===== src/rtl/apes_pkg.sv =====
// Shared definitions for the APES rocket readout block.
// Holds the readout FSM state encoding, the telemetry word width, the default
// frame sync pattern and small helpers for address width and frame length.
package apes_pkg;

   localparam int unsigned WordW = 16;

   localparam logic [WordW-1:0] SyncWordDefault = 16'hEB90;

   typedef enum logic [2:0] {
      StIdle,
      StSync,
      StData,
      StCsum,
      StDone
   } state_e;

   // Counter bank address width; a single-channel bank still gets one bit.
   function automatic int unsigned addr_width(input int unsigned num_ch);
      return (num_ch > 1) ? $clog2(num_ch) : 1;
   endfunction

   // Bits per frame: sync word, one word per channel, checksum word.
   function automatic int unsigned frame_bits(input int unsigned num_ch);
      return WordW * (num_ch + 2);
   endfunction

endpackage


===== src/rtl/apes_rocket_readout_if.sv =====
// Readout-side bundle: request/done handshake with the sequencing FSM, the
// counter bank read port, and the rocket serial link.
//   en_rocket_rd : readout request level
//   rdout_done   : frame complete, held until request drops
//   cnt_addr     : counter bank read address
//   cnt_data     : counter bank read data (one cycle after cnt_addr)
//   ser_clk      : serial clock, idles high
//   ser_data     : serial data, MSB first
//   ser_frame    : high for the whole frame
// Modport master is the readout block, slave is its environment.
interface apes_rocket_readout_if #(
   parameter int unsigned NUM_CH = 16
) ();
   import apes_pkg::*;

   localparam int unsigned AddrW = addr_width(NUM_CH);

   logic             en_rocket_rd;
   logic             rdout_done;
   logic [AddrW-1:0] cnt_addr;
   logic [WordW-1:0] cnt_data;
   logic             ser_clk;
   logic             ser_data;
   logic             ser_frame;

   modport master (
      input  en_rocket_rd,
      input  cnt_data,
      output rdout_done,
      output cnt_addr,
      output ser_clk,
      output ser_data,
      output ser_frame
   );

   modport slave (
      output en_rocket_rd,
      output cnt_data,
      input  rdout_done,
      input  cnt_addr,
      input  ser_clk,
      input  ser_data,
      input  ser_frame
   );

endinterface


===== src/rtl/apes_bit_timer.sv =====
// Half-bit divider for the rocket serial link.
//   clk50     : system clock
//   rst_n     : asynchronous active-low reset
//   start     : reload at frame start (low phase, count 0)
//   en        : run while a frame is active; when low, idle with ser_clk high
//   bit_start : next edge begins a new bit (ser_clk falls)
//   half      : next edge ends the low half-bit (ser_clk rises)
//   ser_clk   : serial clock level, low for the first half of each bit
module apes_bit_timer #(
   parameter int unsigned CLK_DIV = 25
) (
   input  logic clk50,
   input  logic rst_n,
   input  logic start,
   input  logic en,
   output logic bit_start,
   output logic half,
   output logic ser_clk
);

   localparam int unsigned CntW = $clog2(CLK_DIV);
   localparam logic [CntW-1:0] CntLast = CntW'(CLK_DIV - 1);

   logic [CntW-1:0] cnt_q;
   logic            phase_q;

   always_ff @(posedge clk50 or negedge rst_n) begin
      if (!rst_n) begin
         cnt_q   <= '0;
         phase_q <= 1'b1;
      end else if (start) begin
         cnt_q   <= '0;
         phase_q <= 1'b0;
      end else if (!en) begin
         cnt_q   <= '0;
         phase_q <= 1'b1;
      end else if (cnt_q == CntLast) begin
         cnt_q   <= '0;
         phase_q <= ~phase_q;
      end else begin
         cnt_q <= cnt_q + CntW'(1);
      end
   end

   assign bit_start = phase_q && (cnt_q == CntLast);
   assign half      = !phase_q && (cnt_q == CntLast);
   assign ser_clk   = phase_q;

endmodule


===== src/rtl/apes_rocket_readout.sv =====
// APES rocket readout responder. On a readout request it reads the frozen
// channel counter bank and serializes one frame: sync word, NUM_CH channel
// counts, then a 16-bit wrap-around checksum of the counts. rdout_done is
// raised at frame end and held until the request is withdrawn.
//   clk50 : 50 MHz system clock
//   rst_n : asynchronous active-low reset
//   bus   : request/done, counter bank read port, serial link (master side)
module apes_rocket_readout
   import apes_pkg::*;
#(
   parameter int unsigned      NUM_CH    = 16,
   parameter int unsigned      CLK_DIV   = 25,
   parameter logic [WordW-1:0] SYNC_WORD = SyncWordDefault
) (
   input logic                   clk50,
   input logic                   rst_n,
   apes_rocket_readout_if.master bus
);

   localparam int unsigned AddrW = addr_width(NUM_CH);
   localparam logic [AddrW-1:0] LastIdx = AddrW'(NUM_CH - 1);

   state_e           state_q, state_d;
   logic [WordW-1:0] shift_q, shift_d;
   logic [WordW-1:0] hold_q, hold_d;
   logic [WordW-1:0] csum_q, csum_d;
   logic [3:0]       bit_cnt_q, bit_cnt_d;
   logic [AddrW-1:0] word_idx_q, word_idx_d;
   logic [AddrW-1:0] addr_q, addr_d;
   // Read pipeline: bit 0 set on address issue, capture when it reaches bit 1,
   // which covers a registered bank with one cycle of read latency.
   logic [1:0]       fetch_q, fetch_d;

   logic             tmr_start;
   logic             tmr_en;
   logic             bit_start;
   logic             half;
   logic             ser_clk_w;
   logic             load;
   logic [AddrW-1:0] load_idx;

   apes_bit_timer #(
      .CLK_DIV (CLK_DIV)
   ) u_bit_timer (
      .clk50     (clk50),
      .rst_n     (rst_n),
      .start     (tmr_start),
      .en        (tmr_en),
      .bit_start (bit_start),
      .half      (half),
      .ser_clk   (ser_clk_w)
   );

   always_ff @(posedge clk50 or negedge rst_n) begin
      if (!rst_n) begin
         state_q    <= StIdle;
         shift_q    <= '0;
         hold_q     <= '0;
         csum_q     <= '0;
         bit_cnt_q  <= '0;
         word_idx_q <= '0;
         addr_q     <= '0;
         fetch_q    <= '0;
      end else begin
         state_q    <= state_d;
         shift_q    <= shift_d;
         hold_q     <= hold_d;
         csum_q     <= csum_d;
         bit_cnt_q  <= bit_cnt_d;
         word_idx_q <= word_idx_d;
         addr_q     <= addr_d;
         fetch_q    <= fetch_d;
      end
   end

   always_comb begin
      state_d    = state_q;
      shift_d    = shift_q;
      hold_d     = hold_q;
      csum_d     = csum_q;
      bit_cnt_d  = bit_cnt_q;
      word_idx_d = word_idx_q;
      addr_d     = addr_q;
      fetch_d    = {fetch_q[0], 1'b0};
      tmr_start  = 1'b0;
      load       = 1'b0;
      load_idx   = '0;

      if (fetch_q[1]) begin
         hold_d = bus.cnt_data;
      end

      unique case (state_q)
         StIdle: begin
            if (bus.en_rocket_rd) begin
               state_d    = StSync;
               shift_d    = SYNC_WORD;
               csum_d     = '0;
               bit_cnt_d  = '0;
               word_idx_d = '0;
               addr_d     = '0;
               fetch_d    = 2'b01;
               tmr_start  = 1'b1;
            end
         end
         StSync, StData, StCsum: begin
            if (!bus.en_rocket_rd) begin
               // Abort: drop back to idle with reset-valued outputs.
               state_d = StIdle;
               shift_d = '0;
               addr_d  = '0;
               fetch_d = '0;
            end else if (bit_start) begin
               bit_cnt_d = bit_cnt_q + 4'd1;
               shift_d   = {shift_q[WordW-2:0], 1'b0};
               if (bit_cnt_q == 4'd15) begin
                  if (state_q == StSync) begin
                     state_d  = StData;
                     load     = 1'b1;
                     load_idx = '0;
                  end else if ((state_q == StData) && (word_idx_q != LastIdx)) begin
                     load     = 1'b1;
                     load_idx = word_idx_q + AddrW'(1);
                  end else if (state_q == StData) begin
                     state_d = StCsum;
                     shift_d = csum_q;
                  end else begin
                     state_d = StDone;
                     shift_d = '0;
                     addr_d  = '0;
                  end
               end
            end
         end
         StDone: begin
            if (!bus.en_rocket_rd) begin
               state_d = StIdle;
            end
         end
         default: begin
            state_d = StIdle;
         end
      endcase

      // Word load: send the prefetched count, fold it into the checksum and
      // prefetch the following channel during this word's first bit.
      if (load) begin
         shift_d    = hold_q;
         csum_d     = csum_q + hold_q;
         word_idx_d = load_idx;
         if (load_idx != LastIdx) begin
            addr_d     = load_idx + AddrW'(1);
            fetch_d[0] = 1'b1;
         end
      end
   end

   // The divider runs only while the next state is inside a frame; leaving
   // the frame parks ser_clk high on the same edge.
   assign tmr_en = ((state_d == StSync) || (state_d == StData) || (state_d == StCsum))
                   && !tmr_start;

   assign bus.ser_clk    = ser_clk_w;
   assign bus.ser_data   = shift_q[WordW-1];
   assign bus.ser_frame  = (state_q == StSync) || (state_q == StData) || (state_q == StCsum);
   assign bus.rdout_done = (state_q == StDone);
   assign bus.cnt_addr   = addr_q;

   // The rising half-bit strobe can only fire during the low phase.
   assert property (@(posedge clk50) disable iff (!rst_n) half |-> !ser_clk_w);

endmodule


===== src/flat_wrapper.sv =====
// flat-port wrapper written by rule: the top's interface ports become plain ports
module apes_rocket_readout_flat import apes_pkg::*;
#(
   parameter int unsigned      NUM_CH    = 16,
   parameter int unsigned      CLK_DIV   = 25,
   parameter logic [WordW-1:0] SYNC_WORD = SyncWordDefault
)
  (clk50, rst_n, bus_en_rocket_rd, bus_cnt_data, bus_rdout_done, bus_cnt_addr, bus_ser_clk, bus_ser_data, bus_ser_frame);
  apes_rocket_readout_if #(.NUM_CH(NUM_CH)) bus_i ();
  input logic clk50;
  input logic rst_n;
  input wire logic [$bits(bus_i.en_rocket_rd)-1:0] bus_en_rocket_rd;
  input wire logic [$bits(bus_i.cnt_data)-1:0] bus_cnt_data;
  output wire logic [$bits(bus_i.rdout_done)-1:0] bus_rdout_done;
  output wire logic [$bits(bus_i.cnt_addr)-1:0] bus_cnt_addr;
  output wire logic [$bits(bus_i.ser_clk)-1:0] bus_ser_clk;
  output wire logic [$bits(bus_i.ser_data)-1:0] bus_ser_data;
  output wire logic [$bits(bus_i.ser_frame)-1:0] bus_ser_frame;
  assign bus_i.en_rocket_rd = bus_en_rocket_rd;
  assign bus_i.cnt_data = bus_cnt_data;
  assign bus_rdout_done = bus_i.rdout_done;
  assign bus_cnt_addr = bus_i.cnt_addr;
  assign bus_ser_clk = bus_i.ser_clk;
  assign bus_ser_data = bus_i.ser_data;
  assign bus_ser_frame = bus_i.ser_frame;
  apes_rocket_readout #(.NUM_CH(NUM_CH), .CLK_DIV(CLK_DIV), .SYNC_WORD(SYNC_WORD)) u_core (.clk50(clk50), .rst_n(rst_n), .bus(bus_i));
endmodule

===== config.mk =====
export PLATFORM = sky130hd
export DESIGN_NAME = apes_rocket_readout_flat
export DESIGN_NICKNAME = d
export VERILOG_FILES = /design/src/rtl/apes_pkg.sv /design/src/rtl/apes_rocket_readout_if.sv /design/src/rtl/apes_bit_timer.sv /design/src/rtl/apes_rocket_readout.sv /design/src/flat_wrapper.sv
export SDC_FILE = /design/constraint.sdc
export NUM_CORES = 1
export LEC_CHECK = 0
export CAP_MARGIN = 20
export CORE_MARGIN = 2
export CORE_UTILIZATION = 59
export CTS_CLUSTER_DIAMETER = 40
export DETAILED_ROUTE_END_ITERATION = 12
export PLACE_DENSITY = 0.8
export SETUP_SLACK_MARGIN = 0.15
export SLEW_MARGIN = 20
export SYNTH_ARGS = -nofsm -noshare
export SYNTH_HDL_FRONTEND = slang
export SYNTH_SLANG_ARGS = --single-unit

===== constraint.sdc =====
create_clock -name clk50 -period 3.02 [get_ports clk50]
set_input_delay 0.906 -clock clk50 [delete_from_list [all_inputs] [get_ports clk50]]
set_output_delay 0.906 -clock clk50 [all_outputs]
set_load 0.1 [all_outputs]

## After elaboration in Yosys (flattened, before gate mapping)

Cells that the tools add are included.

- Register bits after elaboration: 71
- Bits of input ports: 19
- Output and inout port bits: 8

- Add/sub/neg operators: 5
- Equal/unequal tests: 17
- Multiplexer cells: 62
- Bitwise gates (word level): 1
- Reduce and logical (&&, ||, !) cells: 17

Operator list:

| cell | count |
|---|---|
| $mux W16 | 11 |
| $mux W4 | 20 |
| $pmux W16 S2 | 1 |
| $mux W3 | 8 |
| $add A16 B16 Y16 | 1 |
| $pmux W4 S2 | 2 |
| $mux W5 | 3 |
| $mux W1 | 13 |
| $add A4 B1 Y4 const B | 3 |
| $eq A3 B2 Y1 const B | 4 |
| $pmux W3 S3 | 1 |
| $ne A4 B4 Y1 const B | 2 |
| $eq A3 B1 Y1 const B | 2 |
| $reduce_bool A2 Y1 | 3 |
| $add A5 B1 Y5 const B | 1 |
| $eq A5 B5 Y1 const B | 1 |
| $eq A4 B4 Y1 const B | 1 |
| $logic_or A1 B1 Y1 | 4 |
| $mux W2 | 2 |
| $ne A2 B2 Y1 const B | 2 |
| $ne A4 B2 Y1 const B | 1 |
| $pmux W2 S2 | 1 |
| $reduce_and A4 Y1 | 1 |
| $eq A3 B3 Y1 const B | 1 |
| 11 further kinds | 13 |

## Logic depth before layout (Yosys ltp)

Gate-level depths: netlist (run 1).

- Word-level depth: 14
- Gate-level depth with buffers: 11
- Depth with buffers taken out: 11

## Cells and area by module

A second synthesis (run 1) with hierarchy kept.

- Cells, all modules: 392
- Area total of the unflattened synthesis: 4,000.1 sq um

Modules (own cells, without submodules):

| module | times used | cells an instance | area an instance (sq um) |
|---|---|---|---|
| apes_rocket_readout | 1 | 365 | 3,699.8 |
| apes_bit_timer | 1 | 27 | 300.3 |

## Worst setup path before layout (run 1)

Ideal clock, no wire load.

- Kind: reg2reg
- From: register u_core.state_q[1]
- To: register u_core.shift_q[10]
- Setup time: 135 ps
- Arrival: 3,062 ps
- Required time: 2,885 ps
- Path slack: -177 ps
- Stages on the path, launching flop included: 7
- Clock period less this slack: 3,197 ps
- Cells stage by stage: dfrtp_1 nor2_1 nor2_1 a21oi_1 nor2_1 clkbuf_1 o21ai_0

- Word-level cells in the longest chain between the ends: 10

RTL lines:

| what | line | RTL |
|---|---|---|
| start, declared | apes_rocket_readout.sv:23 | `state_e state_q, state_d;` |
| start signal, assigned | apes_rocket_readout.sv:56 | `state_q <= StIdle;` |
| start signal, assigned | apes_rocket_readout.sv:65 | `state_q <= state_d;` |
| $eq A3 B2 Y1 | apes_rocket_readout.sv:93, apes_rocket_readout.sv:121, apes_rocket_readout.sv:124 |  |
| $logic_and A1 B1 Y1 | apes_rocket_readout.sv:121 | `end else if ((state_q == StData) && (word_idx_q != LastIdx)) begin` |
| $mux W1 | apes_rocket_readout.sv:121 |  |
| $mux W1 | apes_rocket_readout.sv:117 | `if (state_q == StSync) begin` |
| $mux W1 | apes_rocket_readout.sv:116 | `if (bit_cnt_q == 4'd15) begin` |
| $mux W1 | apes_rocket_readout.sv:113 | `end else if (bit_start) begin` |
| $mux W1 | apes_rocket_readout.sv:107 | `if (!bus.en_rocket_rd) begin` |
| $mux W1 | apes_rocket_readout.sv:93 | `unique case (state_q)` |
| $ne A4 B2 Y1 (no line), or another cell as far along | n/a |  |
| $reduce_and A3 Y1 (no line) | n/a |  |
| end signal, assigned | apes_rocket_readout.sv:66 | `shift_q <= shift_d;` |
| end, declared | apes_rocket_readout.sv:24 | `logic [WordW-1:0] shift_q, shift_d;` |

Several ways; a longest one is shown, not always the timed one. The select of a mux whose other input is x is not followed.
A chain may end at the register's enable or synchronous reset.

## Worst setup path after layout (run 1)

- From: register u_core.state_q[1]
- To: output port bus_rdout_done

- Word-level cells in the longest chain between the ends: 1

RTL lines:

| what | line | RTL |
|---|---|---|
| $eq A3 B3 Y1 | apes_rocket_readout.sv:166 | `assign bus.rdout_done = (state_q == StDone);` |
| end, declared | flat_wrapper.sv:14 | `output wire logic [$bits(bus_i.rdout_done)-1:0] bus_rdout_done;` |

Every way passes these cells.

==> reports/metrics.yaml, run 1 <==
ios: 27
drt_iter0_markers: 219
swShare: 0.286
initial_utilization: 0.604
htreeDepth: 3
grt_pass1_vias: 3416
m1WireLength_mm: 4.34
timing.fmax_mhz: 386
worstSetupEndpointType: "primary output"
required_ns: 2.11
power_frac_seq: 0.488
layout-drive-gt1-share: 0.176
worst_slack_ns: 0.428
numCtsBuffers: 9
final_max_slew_viol_count: 0
rsz0062_at_grt: "no"
dp_hpwl_mm: 6.78
slew_headroom: 0.466
cts_tree: "built"
cpMaxStageDelayCell: "dfrtp_1"
vias: 3492
ys_top_cells_by_area: "dfrtp_1 (43%), ha_1 (6.1%), o21ai_0 (5.5%)"
ys_seq_area_frac: 0.435
wl_met2_mm: 4.67
grt_antenna_before_repair: 0
path_delay_family: "simple AND/OR/NAND/NOR gates"
finalCritPeriodShare: 0.858
cellLeakagePower_nw: 2.19
cts_sinks: 71
gp_congestion: 0.901
cap_violations: 0
antenna_cells_inserted: 0
overflow: 0
place_ws_ns: -0.171
synth.largest_area_cell: "dfrtp_1"
hold_class: "reg -> reg"
slowest_delay_ns: 0.46
drt-total-wl_mm: 9.70
synth.top_cell.area_share: 0.429
routed_via_density: 6.28
cts_max_path_buffers: 2
synth_edf_count: 0
crit_chain: "nor2_2, and2_1, buf_12"
synth-seq-cells: 71
die_width_um: 87.2
first_pass_iters: 5
synth_cells: 423
startpoint_type: "register"
fin_crit_ns: 2.59
crit_type: "reg -> out"
grt_max_degree: 72
die_area_sq_um: 7600
pwr-share-clk: 0.335
core_sq_um: 6760
nNetsFinal: 513
path_buf_inv: 1
final-setup-viol-count: 0
fin_skew_ns: 0.0132
syn-num-nets: 463
ir_worst_vdd_uv: 346
ys_types: 50
wl_met3_um: 497
area_growth_pct: 17.8
avgSynthCellArea_sq_um: 9.65
grt_first_pass_wirelength_mm: 16.3
fin_tns_setup_ns: 0
track_usage: 0.276
switching_power_mw: 0.647
wire_per_inst_um: 17.4
synth_area_sq_um: 4080
postRouteAntennaNets: 0
ys_warn_count: 0
rows: 30
power.density_nw_per_um2: 471
status: "completed"
p_int_mw: 1.62
tightest_slew_ns: 0.802
final_hold_viol_count: 0
clkSlewWorstSetupHoldPaths_ns: 0.07
insertion_delay_ns: 0.35
root_buffer: "clkbuf_8"
top_layer_used: "met4"
p_total_mw: 2.27
synth-main-ff-cell: "dfrtp_1"
drc: 0
async_flop_share: 1.00
combPwrFrac: 0.177
arrival_ns: 1.69
die_h_um: 87.2
path_max_fanout: 10
port_buffers: 26
## synthesized netlist by cell type (2+ instances only)
cell and number:
a21oi_1 25, and4b_1 2, a2bb2oi_1 7, nor2_1 23
nand2_1 47, and2_1 2, xnor2_1 4, or4_4 2
nor3_1 6, inv_1 7, nand3_1 34, and3_1 6
a211o_1 3, buf_6 4, xor2_1 15, a22oi_1 7
o2111ai_1 2, dfrtp_1 70, nand4_1 6, clkbuf_1 11
o21a_1 7, o21ai_0 45, nand2b_1 4, buf_2 3
a21o_1 6, nand4b_1 2, o21ai_1 2, o211ai_1 3
ha_1 20, mux2_2 16, o31ai_1 4, o2bb2ai_1 7
nor4_1 4
## power groups by stage
stage                     combinational [mW]  clock (mW)  sequential [mW]
after global placement                 0.379           0             1.12
final                                  0.402       0.759             1.11
after floorplan                        0.259           0             1.12
after global routing                   0.445       0.819             1.11
after CTS                              0.400       0.769             1.10
after detailed placement               0.394           0             1.12
## worst register-to-register path, delay by kind of cell, from the launching register on
kind                     cells  cell delay (ns)
AND/OR/NAND/NOR              6             0.94
AO/OA/AOI/OAI                2             0.26
adder cells (fa/ha/maj)      2             0.49
buffers and inverters        2             0.34
flip-flops                   1             0.44
## layer usage
layer	track usage	vias up
met2	0.442	111
met1	0.379	1705
met3	0.0389	18
met4	0.108	0
met5	0	-
li1	-	1658
## worst paths after layout
path                                                   from                                      to  slack [ns]  cells past startpoint
max                             u_core.state_q[1]$_DFF_PN0_                          bus_rdout_done        0.43                      3
min                             u_core.fetch_q[0]$_DFF_PN0_             u_core.fetch_q[1]$_DFF_PN0_        0.47                      1
max reg2reg                u_core.word_idx_q[0]$_DFFE_PN0P_        u_core.bus.cnt_addr[3]$_DFF_PN0_        0.46                     12
min reg2reg                     u_core.fetch_q[0]$_DFF_PN0_             u_core.fetch_q[1]$_DFF_PN0_        0.47                      1
max in group asynchronous                             rst_n  u_core.u_bit_timer.ser_clk$_DFFE_PN1P_        2.13                      2
min in group asynchronous                             rst_n   u_core.u_bit_timer.cnt_q[3]$_DFF_PN0_        0.58                      2
## what timing repair did
item | 4_1_cts | 5_1_grt
buffers inserted | 0 | 2
resized for setup | 0 | 8
hold buffers | 0 | 0
endpoints found under the setup margin | 0 | 9
endpoints found under the hold margin | 0 | 0
## final cells by class
class / instances / area (sq um)
Clock buffer: 13 / 159
Clock inverter: 1 / 30.0
Sequential cell: 71 / 1780
Fill cell: 511 / 1950
Inverter: 7 / 26.3
Multi-Input combinational cell: 327 / 2200
Tap cell: 80 / 100
Timing Repair Buffer: 57 / 508
## placed cells by master (no fill, tap or decap), drive strengths merged, types with 16 or more instances in the layout
cell type | synthesis | final
clkdlybuf4s50 | 0 | 16
buf | 7 | 40
a21oi | 26 | 26
nor2 | 23 | 23
nand3 | 34 | 34
o21ai | 47 | 47
mux2 | 16 | 16
dfrtp | 70 | 70
ha | 20 | 20
nand2 | 47 | 47
## through the flow
step | std cells | hold WS (ns) | instance area [sq um] | util
2_1_floorplan | 423 | 0.433 | 4090 | -
5_1_grt | 556 | 0.503 | 4810 | 0.712
3_3_place_gp | 540 | 0.442 | 4580 | 0.678
3_5_place_dp | 540 | 0.461 | 4580 | 0.678
4_1_cts | 554 | 0.476 | 4770 | 0.706
6_report | 556 | 0.472 | 4810 | 0.712
## logic make-up (layout without fill, tap and decap cells)
kind of cell / after synthesis / in the layout / synth area share
AO/OA/AOI/OAI: 127 / 127 / 0.204
XOR/XNOR: 19 / 19 / 0.0408
buffers and inverters: 25 / 78 / 0.0313
flip-flops: 71 / 71 / 0.435
adder cells (fa/ha/maj): 21 / 21 / 0.0662
multiplexers: 17 / 17 / 0.0466
AND/OR/NAND/NOR: 143 / 143 / 0.175
## registers in the layout, indices dropped and copies added, names as in the netlist
| signal | count |
|---|---|
| u_core.state_q | 3 |
| u_core.u_bit_timer.cnt_q | 5 |
| u_core.csum_q | 16 |
| u_core.u_bit_timer.ser_clk | 1 |
| u_core.hold_q | 16 |
| u_core.bit_cnt_q | 4 |
| u_core.fetch_q | 2 |
| u_core.shift_q | 16 |
| u_core.word_idx_q | 4 |
| u_core.bus.cnt_addr | 4 |
No activity file was read; power rests on OpenSTA's default activity.
==> run 2: changes to the inputs <==
--- a/config.mk
+++ b/config.mk
@@ -15,4 +15,5 @@
 export SLEW_MARGIN = 20
 export SYNTH_ARGS = -nofsm -noshare
 export SYNTH_HDL_FRONTEND = slang
+export SYNTH_HIERARCHICAL = 1
 export SYNTH_SLANG_ARGS = --single-unit
==> reports/metrics.yaml, run 2 <==
status: "completed"
port_buffers: 26
p_int_mw: 1.62
overflow: 0
syn-num-nets: 431
ios: 27
core_sq_um: 6460
die_h_um: 86.3
fin_crit_ns: 2.78
required_ns: 3.31
track_usage: 0.274
cap_violations: 0
rows: 29
postRouteAntennaNets: 0
ys_warn_count: 6
tightest_slew_ns: 0.863
rsz0062_at_grt: "no"
synth_area_sq_um: 4000
utilization: 0.727
dp_hpwl_mm: 6.59
finalCritPeriodShare: 0.921
drt_iter0_markers: 362
cts_tree: "built"
ir_worst_vdd_uv: 321
root_buffer: "clkbuf_8"
grtUsageMet3: 0.0552
grt_pass1_vias: 3357
swShare: 0.275
met1_usage: 0.373
cts_sinks: 71
final_common_cell: "dfrtp_1"
synth_cells: 391
numCtsBuffers: 9
htreeDepth: 3
nNetsFinal: 475
timing.fmax_mhz: 360
cellLeakagePower_nw: 2.15
insertion_delay_ns: 0.35
nFillCells: 458
fin_tns_setup_ns: 0
switching_power_mw: 0.613
crit_type: "in -> reg"
wire_per_inst_um: 18.0
drt-total-wl_mm: 9.31
power.density_nw_per_um2: 476
final-setup-viol-count: 0
final_cell_area_sq_um: 4700
largestRegisters: "u_core/csum_q: 16 flops, u_core/hold_q: 16 flops, u_core/shift_q: 16 flops"
routed_via_density: 6.39
die_area_sq_um: 7450
power_frac_seq: 0.484
clkSlewWorstSetupHoldPaths_ns: 0.07
startpoint_type: "primary input"
final_hold_viol_count: 0
gr-max-usage-layer: "met2"
place_area_sq_um: 4460
antenna_cells_inserted: 0
avgSynthCellArea_sq_um: 10.2
path_max_fanout: 4
final_max_slew_viol_count: 0
layout_common_cells: "dfrtp_1 (70), nand2_1 (34), buf_4 (30)"
grt_antenna_before_repair: 0
initial_utilization: 0.619
cts_max_path_buffers: 2
place_ws_ns: -0.0912
p_total_mw: 2.23
first_pass_iters: 7
area_growth_pct: 17.5
vias: 3303
grt_max_degree: 27
hold_class: "reg -> reg"
layout-drive-gt1-share: 0.198
combPwrFrac: 0.155
pwr-share-clk: 0.361
grt_use_met2: 0.433
slew_headroom: 0.421
worstSetupEndpointType: "register"
ctsHoldBuffers: 0
worst_slack_ns: 0.239
die_width_um: 86.3
gp_congestion: 0.872
rrSetupSlack_ns: 0.37
arrival_ns: 3.07
drc: 0
fin_skew_ns: 0.0105
grt_first_pass_wirelength_mm: 15.9
## run 2: power groups by stage
stage | Sequential [mW] | Clock [mW] | Combinational [mW]
after floorplan | 1.09 | 0 | 0.225
after global placement | 1.10 | 0 | 0.324
after detailed placement | 1.10 | 0 | 0.338
after CTS | 1.08 | 0.820 | 0.340
after global routing | 1.09 | 0.855 | 0.382
final | 1.08 | 0.806 | 0.346
## run 2: metrics by stage
step / hold WS, ns / cells
floorplan: 0.440 / 391
global placement: 0.464 / 500
detailed placement: 0.472 / 500
CTS: 0.486 / 516
global route: 0.517 / 517
finish: 0.489 / 517
## run 2: routing by layer
layer | share of wire | up-vias | wire [um]
li1 | - | 1539 | -
met1 | 0.45 | 1632 | 4150
met2 | 0.48 | 113 | 4510
met3 | 0.054 | 19 | 500
met4 | 0.016 | 0 | 150
met5 | 0 | - | 0
## run 2: worst paths after layout
check	endpoint	from	depth (start not counted)
max reg2reg	u_core/bus.cnt_addr[1]$_DFF_PN0_	u_core/u_bit_timer/cnt_q[0]$_DFF_PN0_	12
max in group asynchronous	u_core/shift_q[5]$_DFFE_PN0P_	rst_n	2
min	u_core/csum_q[15]$_DFFE_PN0P_	u_core/csum_q[15]$_DFFE_PN0P_	1
min in group asynchronous	u_core/fetch_q[0]$_DFF_PN0_	rst_n	1
min reg2reg	u_core/csum_q[15]$_DFFE_PN0P_	u_core/csum_q[15]$_DFFE_PN0P_	1
max	u_core/bus.cnt_addr[1]$_DFF_PN0_	bus_en_rocket_rd	10
## run 2: critical path, stage by stage
cell             delay (ns)
clkdlybuf4s50_1        0.50
nand2b_2               0.07
or2_4                  0.27
or3_4                  0.34
nor2_2                 0.11
ha_2                   0.19
nand2_1                0.08
o31ai_2                0.29
and2_4                 0.20
a22o_1                 0.12
## run 2: layout make-up
cell class                      count  area [sq um]  area share
Tap cell                           77          96.3      0.0205
Inverter                            7          26.3     0.00559
Timing Repair Buffer               50           440      0.0938
Sequential cell                    71          1780       0.379
Clock inverter                      3          40.0     0.00852
Clock buffer                       13           169      0.0360
Multi-Input combinational cell    296          2140       0.456
## run 2: what timing repair did
item	in CTS	in global routing
gates resized for setup	0	2
hold endpoints to repair	0	0
setup buffers	0	1
setup endpoints to repair	0	4
